### src/rtl/counter_updown_mod_pkg.sv
// Shared constants and helpers for the modulo-N up/down counter and its prescaler.
package counter_updown_mod_pkg;

  localparam int MODE_WRAP = 0;
  localparam int MODE_SAT  = 1;

  // Smallest r with 2**r >= v; used to size the prescaler register.
  function automatic int clog2(input int v);
    int r;
    r = 0;
    for (int i = 0; i < 32; i++) begin
      if ((1 << r) < v) r++;
    end
    return r;
  endfunction

endpackage

### src/rtl/counter_updown_mod_tick_prescaler.sv
// Clock-enable prescaler: emits tick on every PRESCALE-th enabled cycle.
module tick_prescaler
  import counter_updown_mod_pkg::*;
#(
  parameter int PRESCALE = 1
) (
  input  logic clk,
  input  logic rst,
  input  logic clr,
  input  logic en,
  output logic tick
);

  localparam int PW = (PRESCALE > 1) ? clog2(PRESCALE) : 1;
  localparam logic [PW-1:0] LAST = PW'(PRESCALE - 1);

  logic [PW-1:0] pre_q, pre_d;

  // en=0 freezes the phase so a paused count resumes mid-prescale.
  always_comb begin
    pre_d = pre_q;
    if (clr) begin
      pre_d = '0;
    end else if (en) begin
      pre_d = (pre_q == LAST) ? '0 : pre_q + PW'(1);
    end
  end

  always_ff @(posedge clk) begin
    if (rst) begin
      pre_q <= '0;
    end else begin
      pre_q <= pre_d;
    end
  end

  assign tick = en && (pre_q == LAST);

endmodule

### src/rtl/counter_updown_mod.sv
// Parametrised modulo-N up/down counter with load/clear, wrap or saturate, and event flags.
module counter_updown_mod
  import counter_updown_mod_pkg::*;
#(
  parameter int WIDTH    = 4,
  parameter int MODULUS  = 16,
  parameter int PRESCALE = 1,
  parameter int SATURATE = 0
) (
  input  logic             clk,
  input  logic             rst,
  input  logic             en,
  input  logic             up,
  input  logic             load,
  input  logic [WIDTH-1:0] load_val,
  input  logic             clr,
  input  logic             ovf_clr,
  output logic [WIDTH-1:0] count,
  output logic             tc,
  output logic             evt,
  output logic             ovf
);

  localparam logic [WIDTH-1:0] MAX = WIDTH'(MODULUS - 1);
  localparam bit SAT = (SATURATE == MODE_SAT);

  logic [WIDTH-1:0] count_q, count_d;
  logic             evt_q, evt_d;
  logic             ovf_q, ovf_d;
  logic             step;

  // Load restarts the prescale phase just like clear does.
  tick_prescaler #(
    .PRESCALE(PRESCALE)
  ) u_prescaler (
    .clk (clk),
    .rst (rst),
    .clr (clr || load),
    .en  (en),
    .tick(step)
  );

  always_comb begin
    count_d = count_q;
    evt_d   = 1'b0;
    ovf_d   = ovf_q;
    if (clr) begin
      count_d = '0;
      ovf_d   = 1'b0;
    end else if (load) begin
      count_d = (load_val > MAX) ? MAX : load_val;
      if (ovf_clr) ovf_d = 1'b0;
    end else begin
      if (ovf_clr) ovf_d = 1'b0;
      // A boundary step sets ovf after the clear above, so set wins.
      if (step) begin
        if (up) begin
          if (count_q == MAX) begin
            count_d = SAT ? count_q : '0;
            evt_d   = 1'b1;
            ovf_d   = 1'b1;
          end else begin
            count_d = count_q + WIDTH'(1);
          end
        end else begin
          if (count_q == '0) begin
            count_d = SAT ? count_q : MAX;
            evt_d   = 1'b1;
            ovf_d   = 1'b1;
          end else begin
            count_d = count_q - WIDTH'(1);
          end
        end
      end
    end
  end

  always_ff @(posedge clk) begin
    if (rst) begin
      count_q <= '0;
      evt_q   <= 1'b0;
      ovf_q   <= 1'b0;
    end else begin
      count_q <= count_d;
      evt_q   <= evt_d;
      ovf_q   <= ovf_d;
    end
  end

  assign count = count_q;
  assign evt   = evt_q;
  assign ovf   = ovf_q;
  assign tc    = (up && (count_q == MAX)) || (!up && (count_q == '0));

endmodule

### config.mk
export PLATFORM = sky130hd
export DESIGN_NAME = counter_updown_mod
export DESIGN_NICKNAME = d
export VERILOG_FILES = /design/src/rtl/counter_updown_mod_pkg.sv /design/src/rtl/counter_updown_mod_tick_prescaler.sv /design/src/rtl/counter_updown_mod.sv
export SDC_FILE = /design/constraint.sdc
export NUM_CORES = 1
export LEC_CHECK = 0
export CAP_MARGIN = 15
export CORE_AREA = 2 2 39 41
export CTS_CLUSTER_DIAMETER = 150
export DETAILED_ROUTE_END_ITERATION = 8
export DIE_AREA = 0 0 41 43
export PLACE_DENSITY = 0.75
export RECOVER_POWER = 25
export SLEW_MARGIN = 20
export SYNTH_ARGS = -nofsm -noshare
export SYNTH_HDL_FRONTEND = slang
export SYNTH_SLANG_ARGS = --single-unit
export TNS_END_PERCENT = 100
### constraint.sdc
create_clock -name clk -period 1.5 [get_ports clk]
set_clock_uncertainty 0.2 [all_clocks]
set_input_delay 0.225 -clock clk [delete_from_list [all_inputs] [get_ports clk]]
set_output_delay 0.225 -clock clk [all_outputs]
set_load 0.02 [all_outputs]
After elaboration in Yosys (flattened, before gate mapping)
Index checks and enable logic that the tools add are counted.
Storage, ports and cells
  bits in registers: 7
  bits of input ports: 11
Cells by class
  $add $sub $neg: 3
  $lt $le $gt $ge: 1
  equal/unequal tests: 1
  multiplexer cells: 16
  bitwise operators: 2
  reductions and logical operators: 11
Operator list (count)
  4-bit two-way mux: 6
  1-bit two-way mux: 10
  4-bit by 1-bit adder with 4-bit output, second input constant: 1
  4-bit == test, second input constant: 1
  4-bit > comparator, second input constant: 1
  4-bit zero test: 1
  2-bit OR reduction: 2
  4-bit OR reduction: 1
  4-bit by 1-bit subtractor with 4-bit output, second input constant: 1
  1-bit logical AND: 3
  1-bit logical OR: 2
  1-bit inverter: 2
  2-bit nonzero test: 1
  1-bit adder, second input constant: 1
  1-bit zero test: 1

Logic depth before layout (Yosys ltp)
  word-level depth: 5
  gate-level depth with buffers: 6

Modules after synthesis
Synthesis repeated with hierarchy kept, for this count alone.
Unflattened totals
  cell total of the unflattened synthesis: 53
  area, all modules: 445.4 µm²
By module, submodules not included
  counter_updown_mod: times used 1, cells each 52, area an instance 437.9 µm², sequential area each 120.1 µm²
  tick_prescaler: times used 1, cells each 1, area an instance 7.5 µm², sequential area each 0.0 µm²

Least setup slack after synthesis
Ideal clock, no wire load.
  kind: reg2reg
  from: register count_q[0] (netlist: count[0])
  to: register ovf_q (netlist: ovf)
  arrival: 1.556 ns
  data required time: 1.230 ns
  path slack: -0.326 ns
  cell stages (with the launch flop): 7
  clock period less this slack: 1.826 ns
  path through: dfxtp_1 > inv_1 > ha_1 > or3b_4 > o21ai_2 > nand3b_1 > a21oi_1
On the way
  longest elaborated chain between the ends: 5
  elaborated cells between the ends (all ways): 7
Ends and longest elaborated chain
  start: declaration: line counter_updown_mod.sv:27  | logic [WIDTH-1:0] count_q, count_d;
  start signal: assignment: line counter_updown_mod.sv:84  | count_q <= count_d;
  4-bit == test or 4-bit zero test (tied branches): line counter_updown_mod.sv:58, counter_updown_mod.sv:66
  1-bit two-way mux, on equally long branches: line counter_updown_mod.sv:58, counter_updown_mod.sv:66
  1-bit two-way mux *: line counter_updown_mod.sv:57  | if (up) begin
  1-bit two-way mux *: line counter_updown_mod.sv:56  | if (step) begin
  1-bit two-way mux *: line counter_updown_mod.sv:50  | end else if (load) begin
  end signal: assignment: line counter_updown_mod.sv:86  | ovf_q <= ovf_d;
  end: declaration: line counter_updown_mod.sv:29  | logic ovf_q, ovf_d;
Every way passes the cells marked *; elsewhere a longest branch is shown, timed or not.
A chain may end at the register's enable or synchronous reset.

Final worst setup path
  from: register count_q[0] (netlist: count[0])
  to: output tc
On the way
  longest elaborated chain between the ends: 3
  elaborated cells between the ends (all ways): 5
Ends and longest elaborated chain
  4-bit == test or 4-bit zero test (tied branches): line counter_updown_mod.sv:93  | assign tc = (up && (count_q == MAX)) || (!up && (count_q == '0));
  1-bit logical AND: line counter_updown_mod.sv:93
  1-bit logical OR *: line counter_updown_mod.sv:93
  end: declaration: line counter_updown_mod.sv:19  | output logic tc,
Marks and branches as above.

==> results.toml <==
[status]
outcome = "complete, but fails checks"
violations = "negative setup slack"

[power_and_ir_drop]
power.density_nw_per_um2 = 620
total_power_uw = 557
cellLeakagePower_uw = 0.000375
ir_worst_vdd_mv = 0.404

[timing]
setup_tns_ns = -1.46
maxClockFrequency_ghz = 0.530
min_period_over_period = 1.26
finalHoldViolCount = 0
grt_setup_unrepaired = "true"
final-setup-viol-count = 7
finalCriticalPeriod_ns = 1.89
setup_slack_ns = -0.387
relSlewSlack = 0.790
worst_pin_slew_ns = 0.313
maxSlewViolCount = 0

[clocking]
cts_root_buffer = "clkbuf_4"
cts.sinks = 6
cts_tree = "done"
cts.hold.buffers_added = 0
cts_max_level = 1
clkLatencyLatePin_ns = 0.26
path_clk_slew_ns = 0.06
clk_path_buf_depth = 2
cts_buffers = 3

[grt]
grt_pass1_wl_um = 2080
grtUsageMet2 = 0.281
grt_usage = 0.177
antenna_found_initial = 0
grt_start_max_net_pins = 11
use_met1 = 0.209
grt_overflow = 0
use_met3 = 0.0785
grt_pass1_vias = 456
globalRoute.busiestLayer = "met2"

[finish]
utilization = 0.649
fillCellCount = 120
final_layout_size_suffix_gt1_frac = 0.540
final_nets = 101
syn_to_final_growth_pct = 108
regArea_um2 = 130
multi_input_area_um2 = 380
n_antenna_cell = 0

[synth]
netlist_instances = 51
yosys_register_bits = 6
syn_area_um2 = 432
synth.distinct_cells = 31
ys_seq_area_frac = 0.278
synth_nets = 64
syn_area_per_cell_um2 = 8.46
yosysWarnings = 0

[worst_setup_path]
required_ns = 1.07
r2r_setup_slack_ns = -0.33
startpoint_type = "flip-flop"
critPathCaptureType = "output pin"
arrival_ns = 1.46
critPathKind = "flip-flop to output pin"
cp_max_fo = 2

[run]
maxCapViolCount = 0

[detailed_routing]
drc = 0
first_pass_iters = 4
detail_route.wl_per_cell_um = 12.5
vias_per_cell = 4.79
via_count = 493
wirelength_um = 1290
ant_nets = 0
drt_iter0_markers = 6

[placement]
port_buffers = 17
hpwlAfterDp_um = 847
globalplace.congestion = 0.806
pre_cts_ws_ns = -0.737

[floorplan]
die_area_um2 = 1760
core_um2 = 1380
die_y_um = 43
initial_core_util = 0.312
ios = 18
num_rows = 14
die_w_um = 41

[worst_hold_path]
min_path_type = "flip-flop to flip-flop"
[worst paths after layout]
path,startpoint,cells after the start,endpoint
setup reg to reg,count[0],8,count[0]
hold / removal,ovf,2,ovf
setup / recovery,count[0],5,tc
hold reg to reg,ovf,2,ovf
[power breakdown]
| part | internal, uW | switching (uW) |
|---|---|---|
| Sequential | 165 | 4.96 |
| Combinational | 123 | 86.0 |
| Clock | 102 | 76.0 |
[cell type report]
class	instances	share of cell area
inverter	2	0.00836
tap	16	0.0223
timing repair buffer	35	0.372
multi-input combinational	40	0.423
sequential	6	0.145
clock buffer	4	0.0292
[cell usage in the layout, fill, tap and decap left out, types with 2 or more instances in the layout]
cell / Yosys / final
ha_4: 0 / 2
a21oi_1: 3 / 2
inv_2: 0 / 2
clkdlybuf4s50_1: 0 / 10
dfxtp_1: 6 / 2
clkdlybuf4s15_2: 0 / 2
buf_4: 0 / 12
nand3b_1: 2 / 2
clkbuf_4: 0 / 3
nand2_1: 3 / 2
dlygate4sd2_1: 0 / 2
dfxtp_4: 0 / 2
nor2_1: 3 / 3
nand3_1: 2 / 2
o21ai_0: 3 / 2
nand2b_1: 2 / 2
dfxtp_2: 0 / 2
buf_6: 1 / 7
[routing by layer]
layer,share of wire,vias to the layer above
met5,0,-
met4,0.0093,0
met3,0.038,2
met2,0.56,10
met1,0.39,224
li1,-,257
[cells in the mapped netlist (all sizes together)]
cell type	n	area, um2
mux2i	1	10.0
xnor2	2	17.5
or2	1	6.26
a31oi	1	6.26
nand2b	2	12.5
a21o	1	7.51
o211a	1	10.0
inv	2	7.51
or3b	1	11.3
a21oi	4	23.8
nand4	1	6.26
a221oi	1	8.76
nor2	3	11.3
nand2	3	11.3
o21bai	1	7.51
mux2	1	11.3
clkbuf	1	3.75
o31ai	1	12.5
and2	1	6.26
ha	2	25.0
nor3b	2	15.0
o32ai	1	8.76
nand3	2	10.0
buf	2	16.3
dfxtp	6	120
or3	1	6.26
nand3b	2	15.0
o21ai	4	23.8
[logic make-up after synthesis]
logic type	after synthesis	share of synthesized area
muxes	2	0.0493
AOI/OAI and AO/OA	15	0.252
and+or+nand+nor	19	0.258
DFF	6	0.278
adders and majority gates	2	0.0580
xor gates and xnor gates	2	0.0406
buffers and inverters	5	0.0638
[flip-flops by register name (all words and copies together), names as in the netlist]
name   cells
ovf        1
count      4
evt        1
[what timing repair did]
item	CTS	global route
setup buffers	5	4
endpoints found under the setup margin	12	8
gates resized for setup	35	9
pin swaps	7	10
[through the flow]
| stage | instances | hold WS (ns) | cell area [um2] |
|---|---|---|---|
| 2_1_floorplan | 51 | 0.173 | 465 |
| 3_3_place_gp | 91 | 0.263 | 711 |
| 3_5_place_dp | 91 | 0.275 | 711 |
| 4_1_cts | 100 | 0.282 | 837 |
| 5_1_grt | 103 | 0.313 | 898 |
| 6_report | 103 | 0.273 | 898 |
[critical path: stages, from the launching register on]
cell     delay [ns]
dfxtp_4        0.34
inv_2          0.06
ha_4           0.13
or3b_4         0.39
o21ai_4        0.15
buf_6          0.13
(Power assumes the default switching activity.)
